## src/rtl/fetch_unit.sv

```systemverilog
// Instruction fetch stage: owns the PC, issues one-cycle-latency reads to the
// instruction memory, and hands each returned word plus its PC to decode.
module fetch_unit #(
  parameter logic [31:0] RESET_PC = 32'h0000_0000,
  parameter int          ADDR_W   = 12
) (
  input  logic              clk,
  input  logic              rst,
  output logic              imem_en_o,
  output logic [3:0]        imem_we_o,
  output logic [ADDR_W-1:0] imem_adr_o,
  input  logic [31:0]       imem_data_i,
  input  logic              redirect_i,
  input  logic [31:0]       redirect_pc_i,
  input  logic              halt_i,
  output logic              inst_valid_o,
  input  logic              inst_ready_i,
  output logic [31:0]       inst_o,
  output logic [31:0]       pc_o,
  output logic              misalign_o,
  output logic [31:0]       fetch_cnt_o
);

  // Handshake toward decode: a beat transfers on a cycle where inst_valid_o
  // and inst_ready_i are both high; while valid is high and ready is low,
  // inst_o/pc_o are held stable and valid is not withdrawn, except when a
  // redirect kills the in-flight response.

  logic [31:0] pc_q, pc_d;
  logic        rsp_valid_q, rsp_valid_d;
  logic [31:0] rsp_pc_q, rsp_pc_d;
  logic        misalign_q, misalign_d;
  logic [31:0] cnt_q, cnt_d;

  logic [31:0] fetch_pc;
  logic        accept;

  assign fetch_pc = redirect_i ? {redirect_pc_i[31:2], 2'b00} : pc_q;

  assign imem_en_o    = !rst && !halt_i && (!rsp_valid_q || inst_ready_i || redirect_i);
  assign imem_we_o    = 4'b0000;
  assign imem_adr_o   = fetch_pc[ADDR_W+1:2];
  assign inst_valid_o = rsp_valid_q && !redirect_i && !rst;
  assign inst_o       = imem_data_i;
  assign pc_o         = rsp_pc_q;
  assign misalign_o   = misalign_q;
  assign fetch_cnt_o  = cnt_q;

  assign accept = inst_valid_o && inst_ready_i;

  always_comb begin
    pc_d        = pc_q;
    rsp_valid_d = rsp_valid_q;
    rsp_pc_d    = rsp_pc_q;
    misalign_d  = redirect_i && (redirect_pc_i[1:0] != 2'b00);
    cnt_d       = accept ? cnt_q + 32'd1 : cnt_q;
    if (imem_en_o) begin
      rsp_pc_d    = fetch_pc;
      pc_d        = fetch_pc + 32'd4;
      rsp_valid_d = 1'b1;
    end else if (redirect_i) begin
      // Redirect during halt: remember the target, drop the stale response.
      pc_d        = fetch_pc;
      rsp_valid_d = 1'b0;
    end else if (accept) begin
      rsp_valid_d = 1'b0;
    end
  end

  always_ff @(posedge clk) begin
    if (rst) begin
      pc_q        <= RESET_PC;
      rsp_valid_q <= 1'b0;
      rsp_pc_q    <= RESET_PC;
      misalign_q  <= 1'b0;
      cnt_q       <= 32'd0;
    end else begin
      pc_q        <= pc_d;
      rsp_valid_q <= rsp_valid_d;
      rsp_pc_q    <= rsp_pc_d;
      misalign_q  <= misalign_d;
      cnt_q       <= cnt_d;
    end
  end

endmodule

```

## config.mk

```make
export PLATFORM = sky130hd
export DESIGN_NAME = fetch_unit
export DESIGN_NICKNAME = d
export VERILOG_FILES = /design/src/rtl/fetch_unit.sv
export SDC_FILE = /design/constraint.sdc
export NUM_CORES = 1
export LEC_CHECK = 0
export ABC_AREA = 1
export CAP_MARGIN = 20
export CELL_PAD_IN_SITES_DETAIL_PLACEMENT = 1
export CELL_PAD_IN_SITES_GLOBAL_PLACEMENT = 1
export CORE_MARGIN = 2
export CORE_UTILIZATION = 35
export DETAILED_ROUTE_END_ITERATION = 10
export GPL_TIMING_DRIVEN = 0
export PLACE_DENSITY_LB_ADDON = 0.08
export SYNTH_ARGS = -nofsm -noshare
export SYNTH_HDL_FRONTEND = slang
export SYNTH_SLANG_ARGS = --single-unit
```

## constraint.sdc

```tcl
create_clock -name clk -period 6.2 [get_ports clk]
set_input_delay 0.93 -clock clk [delete_from_list [all_inputs] [get_ports clk]]
set_output_delay 0.93 -clock clk [all_outputs]
set_load 0.01 [all_outputs]
```

==> metrics.yaml, run 1 <==
status: "finished, final reports clean"
antenna_found_initial: 0
cts-root-buf: "clkbuf_16"
synth_area_um2: 5840
hpwl_um: 15800
viasPerCell: 4.83
drc: 0
post-route-min-period_ns: 4.41
syn_to_final_growth_pct: 35.0
grt_usage: 0.227
clock.fmax_mhz: 227
dp.cells: 1253
fin_ws_ns: 1.79
row_count: 47
critPathRequiredTime_ns: 5.27
rsz0062_at_grt: "false"
reg2reg_to: "pc_q[22]$_SDFFE_PP0P_"
p_per_area_nw_per_um2: 197
grt-ovfl-total: 0
synth_cell_types: 42
hold_violations: 0
antenna_cells: 0
clock_path_buffers: 2
synth.area.top_cells: "dfxtp_1, nand2_1, nor2_1"
slew_headroom: 0.504
cp.arrival_ns: 3.48
post-route-util: 0.478
yosysTopAreaCell: "dfxtp_1"
cellLeakagePower_nw: 3.25
critical_path.max_stage_delay_ns: 0.66
cp_cell_sequence: "clkdlybuf4s50_1 -> inv_2 -> nand3_1 -> nand2_1 -> inv_2 -> buf_2 -> buf_1 -> clkdlybuf4s50_1"
yosys.area.top_type_share: 0.336
p_int_w: 0.00109
comb_power_share: 0.197
yosysSeqAreaShare: 0.336
clkPwrFrac: 0.371
htreeDepth: 3
setup_viol: 0
finalNonFillerCells: 1269
synth_warnings: 0
r2r_setup_slack_ns: 3.95
syn_inst: 884
switchingPower_w: 0.000462
r2r_start: "pc_q[2]$_SDFFE_PP0P_"
wl_um: 20400
syn_avg_cell_area_um2: 6.60
pre_cts_slack_ns: 1.81
grt_pass1_vias: 5906
path_clk_slew_ns: 0.08
core_area_um2: 16500
worstHoldStart: "pc_q[0]$_SDFFE_PP0P_"
die_x_um: 133
reg2reg_depth: 10
grt_pass1_wl_um: 31500
place_congestion: 0.863
skew_ns: 0.0105
io_buffers: 146
cts_tree: "yes"
endpoint_kind: "output pin"
wire_per_inst_um: 16.1
min_path_cells: 2
die_area_um2: 17700
fin_nets: 1115
ctsHoldBuffers: 0
hold_path_class: "reg2reg"
slowest_stage: "clkdlybuf4s50_1"
hold-path-endpoint: "pc_q[0]$_SDFFE_PP0P_"
cp_max_fo: 10
timing.setup.tns_ns: 0
critPathLaunchType: "primary input"
detail-route-antenna-nets: 0
max-cap-violations: 0
p_seq_frac: 0.432
drt-pass1-iter-count: 5
cts_setup_buffers: 0
grt_max_degree: 19
switching_share: 0.297
dr.first_iter.drc_count: 230
worst-slew-pin-transition_ns: 0.744
slew_viol_final: 0
vdd_drop_max_v: 0.000126
setup.worst_path.class: "in2out"
cts_sinks: 98
drive_above_1_share: 0.128
period_share: 0.711
clk_latency_ns: 0.36
nFillCells: 2160
floorplan.initialDensity: 0.354
cts_buffers: 9
cts_resized: 0
ys_seq_elements: 98
fp.dieH_um: 133
io_pins: 184
vias: 6134
==> worst max-delay path, delay by kind of cell <==
family,cells,cell delay (ns)
buffers and inverters,6,2.29
and+or+nand+nor,2,0.24
==> routing by layer <==
metal	wire [um]	GRT usage	up-vias	share of wire
li1	-	-	3069	-
met1	10400	0.327	2907	0.51
met2	9010	0.362	139	0.44
met3	670	0.0255	19	0.033
met4	304	0.0615	0	0.015
met5	0	0	-	0
==> power by group through the flow <==
stage / Sequential [W] / Combinational (W) / Clock, W
6_report: 0.000671 / 0.000306 / 0.000576
5_1_grt: 0.000674 / 0.000334 / 0.000609
4_1_cts: 0.000671 / 0.000309 / 0.000589
3_5_place_dp: 0.000685 / 0.000307 / 0
3_3_place_gp: 0.000685 / 0.000303 / 0
2_1_floorplan: 0.000690 / 0.000161 / 0
==> final cells by class <==
class	count	area, um^2	share of cell area
flip-flops and latches	98	1960	0.249
well taps	220	275	0.0349
plain buffers	79	541	0.0686
multi-input cells	605	2950	0.374
clock buffers	10	239	0.0303
inverters	105	394	0.0500
repair buffers	146	1460	0.185
clock inverters	6	56.3	0.00715
==> sequential cells by signal, indices dropped and copies added, names as in the netlist <==
signal,flops
fetch_cnt_o,32
misalign_o,1
pc_o,32
pc_q,32
rsp_valid_q,1
==> cell families after synthesis <==
kind of cell | share of synthesized area
simple gates | 0.359
flops | 0.336
compound gates | 0.108
xor+xnor | 0.0300
other cells | 0.000643
mux | 0.00172
fa+ha+maj | 0.00429
buf+inv | 0.160
==> metrics by stage <==
step	total power, W	instance area, um^2	hold WS, ns
after floorplan	0.000851	5850	0.421
after CTS	0.00157	7880	0.460
after global placement	0.000988	7580	0.441
final	0.00155	7880	0.458
after detailed placement	0.000992	7580	0.449
after global routing	0.00162	7880	0.486
==> synthesized netlist by cell type, drive strengths merged <==
| cell | count |
|---|---|
| nand2 | 246 |
| dfxtp | 98 |
| clkbuf | 13 |
| nor2 | 119 |
| xor2 | 16 |
| a311oi | 1 |
| nor3b | 1 |
| o21ai | 67 |
| nand3b | 1 |
| nor3 | 13 |
| or2 | 1 |
| nor4 | 1 |
| mux2i | 1 |
| and3 | 1 |
| xnor2 | 4 |
| buf | 66 |
| o21a | 2 |
| a31oi | 1 |
| nand4 | 16 |
| conb | 1 |
| inv | 105 |
| o21ba | 1 |
| a21oi | 36 |
| nand3 | 67 |
| ha | 2 |
| a211oi | 4 |
==> worst max-delay path by stage <==
stage | from | cells after the start | endpoint | slack (ns)
3_3_place_gp | redirect_i | 8 | imem_en_o | 1.78
2_1_floorplan | rst | 6 | imem_en_o | 3.37
3_5_place_dp | redirect_i | 8 | imem_en_o | 1.81
4_1_cts | redirect_i | 8 | imem_en_o | 1.79
5_1_grt | redirect_i | 8 | imem_en_o | 1.66
6_report | redirect_i | 8 | imem_en_o | 1.79
==> layout by cell type (no fill, tap or decap), types with 11 or more instances in the layout <==
cell type,count
nand2_1,227
clkdlybuf4s50_1,146
nor2_1,102
inv_1,99
dfxtp_1,98
nand3_1,65
o21ai_0,54
buf_4,50
a21oi_1,36
nand4_1,16
xor2_1,16
nand2_2,15
clkbuf_1,13
nor3_1,11
Power figures use the tool's default switching activity.
==> run 2: changes to the inputs <==
--- a/config.mk
+++ b/config.mk
@@ -10,7 +10,7 @@
 export CELL_PAD_IN_SITES_DETAIL_PLACEMENT = 1
 export CELL_PAD_IN_SITES_GLOBAL_PLACEMENT = 1
 export CORE_MARGIN = 2
-export CORE_UTILIZATION = 35
+export CORE_UTILIZATION = 32
 export DETAILED_ROUTE_END_ITERATION = 10
 export GPL_TIMING_DRIVEN = 0
 export PLACE_DENSITY_LB_ADDON = 0.08
==> constraint.sdc (replaced) <==
create_clock -name clk -period 4.5 [get_ports clk]
set_input_delay 0.675 -clock clk [delete_from_list [all_inputs] [get_ports clk]]
set_output_delay 0.675 -clock clk [all_outputs]
set_load 0.01 [all_outputs]
==> run 2 against run 1 <==
Effect of this change:
- clock-buffer cell count fell by 1
- critical path depth did not move
- highest routed layer unchanged
- cell count rose by 0.71%
- critical path type unchanged
- first-iteration DRC count rose by 36%
- largest cell class unchanged
- clock power rose by 45%
- via count fell by 0.91%
- flip-flop and latch count did not move
- clock skew rose by 0.0066 ns
==> metrics.yaml, run 2 (synthesized netlist as in run 1, its figures left out) <==
p_per_area_nw_per_um2: 276
pre_cts_slack_ns: 0.553
hpwl_um: 16100
drt-pass1-iter-count: 4
r2r_setup_slack_ns: 2.30
hold-path-endpoint: "pc_q[0]$_SDFFE_PP0P_"
wl_um: 20700
drc: 0
fp.dieH_um: 139
critPathRequiredTime_ns: 3.83
setup_viol: 0
ctsHoldBuffers: 0
cp_cell_sequence: "clkdlybuf4s50_1 -> inv_2 -> nand3_1 -> nand2_1 -> inv_2 -> buf_2 -> buf_1 -> clkdlybuf4s50_1"
grt_max_degree: 19
comb_power_share: 0.194
crit_family: "buffers and inverters"
crit_buf_inv: 6
clk_latency_ns: 0.37
worstHoldStart: "pc_q[0]$_SDFFE_PP0P_"
slowest_stage: "clkdlybuf4s50_1"
vias: 6078
die_x_um: 139
switchingPower_w: 0.000640
clock_path_buffers: 2
min_path_cells: 2
seqCellArea_um2: 1960
met3_usage: 0.0297
antenna_found_initial: 0
multi_input_area_um2: 2950
reg2reg_to: "pc_q[22]$_SDFFE_PP0P_"
met1_usage: 0.301
setup.worst_path.class: "in2out"
antenna_cells: 0
switching_share: 0.293
io_buffers: 146
grt_pass1_wl_um: 32800
p_seq_frac: 0.423
period_share: 0.880
p_int_w: 0.00154
viasPerCell: 4.76
cts_setup_buffers: 0
detail-route-antenna-nets: 0
layout_commonest_cell: "nand2_1"
core_area_um2: 17900
reg2reg_depth: 10
rsz0062_at_grt: "false"
grt-ovfl-total: 0
cts_buffers: 9
wire_per_inst_um: 16.2
clock.fmax_mhz: 253
fin_ws_ns: 0.541
timing.setup.tns_ns: 0
critPathLaunchType: "primary input"
cellLeakagePower_nw: 3.25
row_count: 49
vdd_drop_max_v: 0.000194
grt.busiest_layer: "met2"
path_clk_slew_ns: 0.08
cts_resized: 0
grt_pass1_vias: 6161
floorplan.initialDensity: 0.326
worst-slew-pin-transition_ns: 0.772
cts_tree: "yes"
cts-root-buf: "clkbuf_16"
drive_above_1_share: 0.128
die_area_um2: 19300
use_met2: 0.344
cts_sinks: 98
fin_nets: 1115
syn_to_final_growth_pct: 35.5
post-route-util: 0.442
nFillCells: 2327
hold_path_class: "reg2reg"
r2r_start: "pc_q[2]$_SDFFE_PP0P_"
htreeDepth: 3
power_w: 0.00218
layout_common_cells: "nand2_1, clkdlybuf4s50_1, nor2_1"
hold_violations: 0
slew_viol_final: 0
max-cap-violations: 0
clkPwrFrac: 0.383
skew_ns: 0.0170
cp.arrival_ns: 3.28
grt_usage: 0.214
critical_path.max_stage_delay_ns: 0.66
status: "finished, final reports clean"
cp_max_fo: 10
post-route-min-period_ns: 3.96
dr.first_iter.drc_count: 312
endpoint_kind: "output pin"
io_pins: 184
place_congestion: 0.838
cp.depth: 8
slew_headroom: 0.485
run 2: through the flow:
step | instance area (um^2) | cells | hold slack (ns)
final | 7910 | 1278 | 0.454
after global routing | 7910 | 1278 | 0.481
after CTS | 7910 | 1278 | 0.457
after detailed placement | 7590 | 1262 | 0.445
after global placement | 7590 | 1262 | 0.441
after floorplan | 5850 | 887 | 0.421
run 2: worst register-to-register path, stage by stage, from the launching register on:
cell and delay [ns]:
dfxtp_1 0.33, o21ai_2 0.09, inv_1 0.21, ha_1 0.26, inv_1 0.08, nor2_1 0.35, nand4_1 0.29, o21ai_0 0.28
nand3_1 0.10, nand2_1 0.07, inv_1 0.04
run 2: worst max path at each step:
| stage | from | end | slack, ns |
|---|---|---|---|
| final | redirect_i | imem_en_o | 0.54 |
| after global routing | redirect_i | imem_en_o | 0.45 |
| after CTS | redirect_i | imem_en_o | 0.55 |
| after detailed placement | redirect_i | imem_en_o | 0.55 |
| after global placement | redirect_i | imem_en_o | 0.57 |
| after floorplan | redirect_i | pc_q[24]$_SDFFE_PP0P_ | 2.12 |
run 2: area by class of cell:
type,count,area share
Buffer,79,0.0684
Clock inverter,7,0.0108
Inverter,105,0.0499
Multi-Input combinational cell,605,0.373
Timing Repair Buffer,146,0.185
Clock buffer,9,0.0285
Tap cell,229,0.0362
Sequential cell,98,0.248
run 2: power by group through the flow:
stage,Sequential (W),Clock [W],Combinational [W]
floorplan,0.000951,0,0.000222
global placement,0.000943,0,0.000421
detailed placement,0.000944,0,0.000425
CTS,0.000924,0.000849,0.000427
global route,0.000929,0.000885,0.000464
finish,0.000924,0.000836,0.000423
run 2: per-layer routing:
layer  part of all wire  vias to the layer above
li1                   -                     3060
met1               0.50                     2848
met2               0.45                      156
met3              0.043                       14
met4             0.0098                        0
met5                  0                        -
==> run 3: changes to the inputs <==
--- a/config.mk
+++ b/config.mk
@@ -9,11 +9,13 @@
 export CAP_MARGIN = 20
 export CELL_PAD_IN_SITES_DETAIL_PLACEMENT = 1
 export CELL_PAD_IN_SITES_GLOBAL_PLACEMENT = 1
+export CORE_ASPECT_RATIO = 1.4
 export CORE_MARGIN = 2
 export CORE_UTILIZATION = 32
 export DETAILED_ROUTE_END_ITERATION = 10
 export GPL_TIMING_DRIVEN = 0
 export PLACE_DENSITY_LB_ADDON = 0.08
+export SLEW_MARGIN = 20
 export SYNTH_ARGS = -nofsm -noshare
 export SYNTH_HDL_FRONTEND = slang
 export SYNTH_SLANG_ARGS = --single-unit
==> run 3 against run 2 <==
Effect of this change:
- clock skew decreased by 0.010 ns
- worst hold slack improved by 0.0037 ns
- cell count increased by 0.86%
- cell area about the same
- wire length increased by 2.8%
- largest cell class unchanged
- die area about the same
- fmax decreased by 1.4%
- core utilization about the same
- sequential power about the same
==> metrics.yaml, run 3 (synthesized netlist as in run 1, its figures left out) <==
post-route-min-period_ns: 4.02
wl_um: 21300
skew_ns: 0.00686
ctsHoldBuffers: 0
worst-slew-pin-transition_ns: 0.834
die_x_um: 118
multi_input_area_um2: 2950
layout_commonest_cell: "nand2_1"
fin_nets: 1115
dr.first_iter.drc_count: 235
grt-ovfl-total: 0
p_per_area_nw_per_um2: 274
period_share: 0.893
antenna_found_initial: 0
cellLeakagePower_nw: 3.24
timing.setup.tns_ns: 0
drc: 0
cp_max_fo: 10
vdd_drop_max_v: 0.000172
clk_latency_ns: 0.35
fp.dieH_um: 164
floorplan.initialDensity: 0.326
endpoint_kind: "output pin"
setup.worst_path.class: "in2out"
die_area_um2: 19300
cts_tree: "yes"
htreeDepth: 3
io_pins: 184
wire_per_inst_um: 16.5
viasPerCell: 4.72
reg2reg_to: "pc_q[22]$_SDFFE_PP0P_"
clock_path_buffers: 2
row_count: 58
drt-pass1-iter-count: 6
cts_setup_buffers: 0
critPathLaunchType: "primary input"
hold_path_class: "reg2reg"
critPathCapture: "imem_en_o"
setup.worst_path.start: "redirect_i"
clock.fmax_mhz: 249
rsz0062_at_grt: "false"
path_clk_slew_ns: 0.07
drive_above_1_share: 0.127
grt_pass1_vias: 6252
r2r_setup_slack_ns: 2.16
slew_viol_final: 0
antenna_cells: 0
critPathRequiredTime_ns: 3.83
cts_buffers: 9
cts-root-buf: "clkbuf_16"
r2r_start: "pc_q[2]$_SDFFE_PP0P_"
grt_usage: 0.220
layout_common_cells: "nand2_1, clkdlybuf4s50_1, nor2_1"
status: "finished, final reports clean"
detail-route-antenna-nets: 0
reg2reg_depth: 10
place_congestion: 0.876
cts_sinks: 98
cts_resized: 0
slew_headroom: 0.444
seqCellArea_um2: 1960
hold_violations: 0
cp.arrival_ns: 3.34
hpwl_um: 16700
io_buffers: 146
setup_viol: 0
nFillCells: 2388
power_w: 0.00217
max-cap-violations: 0
vias: 6088
grt_max_degree: 18
core_area_um2: 17900
grt_pass1_wl_um: 33100
syn_to_final_growth_pct: 35.6
run 3: cell count changes in the layout (fill, tap and decap cells not counted), sizes merged:
cell      delta
clkbuf       +1
clkinv       -1
clkinvlp     +1
inv          -1
run 3: worst max-delay path: stages:
cell             delay [ns]
clkdlybuf4s50_1        0.57
inv_2                  0.08
nand3_1                0.10
nand2_1                0.16
inv_2                  0.18
buf_2                  0.30
buf_1                  0.60
clkdlybuf4s50_1        0.67
run 3: metal layers:
| layer | part of all wire | GRT usage |
|---|---|---|
| met2 | 0.55 | 0.435 |
| met1 | 0.40 | 0.237 |
| met3 | 0.026 | 0.0288 |
| met5 | 0 | 0 |
| met4 | 0.021 | 0.0734 |
run 3: per-stage QoR:
| stage | cell area, um^2 | setup slack (ns) | hold WS [ns] | util | cells |
|---|---|---|---|---|---|
| 5_1_grt | 7910 | 0.329 | 0.489 | 0.441 | 1289 |
| 3_5_place_dp | 7610 | 0.488 | 0.448 | 0.424 | 1273 |
| 6_report | 7910 | 0.483 | 0.458 | 0.441 | 1289 |
| 2_1_floorplan | 5850 | 2.12 | 0.421 | - | 887 |
| 4_1_cts | 7910 | 0.463 | 0.462 | 0.441 | 1289 |
| 3_3_place_gp | 7610 | 0.457 | 0.443 | 0.424 | 1273 |
run 3: power breakdown:
part / total [W] / leakage [nW] / switching [W] / internal [W]
Clock: 0.000821 / 0.141 / 0.000381 / 0.000439
Sequential: 0.000924 / 0.802 / 0.0000185 / 0.000906
Combinational: 0.000425 / 2.30 / 0.000229 / 0.000195
Total: 0.00217 / 3.24 / 0.000629 / 0.00154
run 3: worst min-delay path by stage:
stage / depth (start not counted) / from / to / slack (ns)
after floorplan: 2 / pc_q[0]$_SDFFE_PP0P_ / pc_q[0]$_SDFFE_PP0P_ / 0.42
after global placement: 2 / pc_q[1]$_SDFFE_PP0P_ / pc_q[1]$_SDFFE_PP0P_ / 0.44
after detailed placement: 2 / pc_q[1]$_SDFFE_PP0P_ / pc_q[1]$_SDFFE_PP0P_ / 0.45
after CTS: 2 / pc_q[1]$_SDFFE_PP0P_ / pc_q[1]$_SDFFE_PP0P_ / 0.46
after global routing: 2 / pc_q[1]$_SDFFE_PP0P_ / pc_q[1]$_SDFFE_PP0P_ / 0.49
final: 2 / pc_q[1]$_SDFFE_PP0P_ / pc_q[1]$_SDFFE_PP0P_ / 0.46
run 3: layout make-up:
cell class / count / area share
repair buffers: 146 / 0.185
clock buffers: 10 / 0.0289
well taps: 240 / 0.0380
flip-flops and latches: 98 / 0.248
plain buffers: 79 / 0.0683
inverters: 105 / 0.0498
multi-input cells: 605 / 0.373
clock inverters: 6 / 0.00933
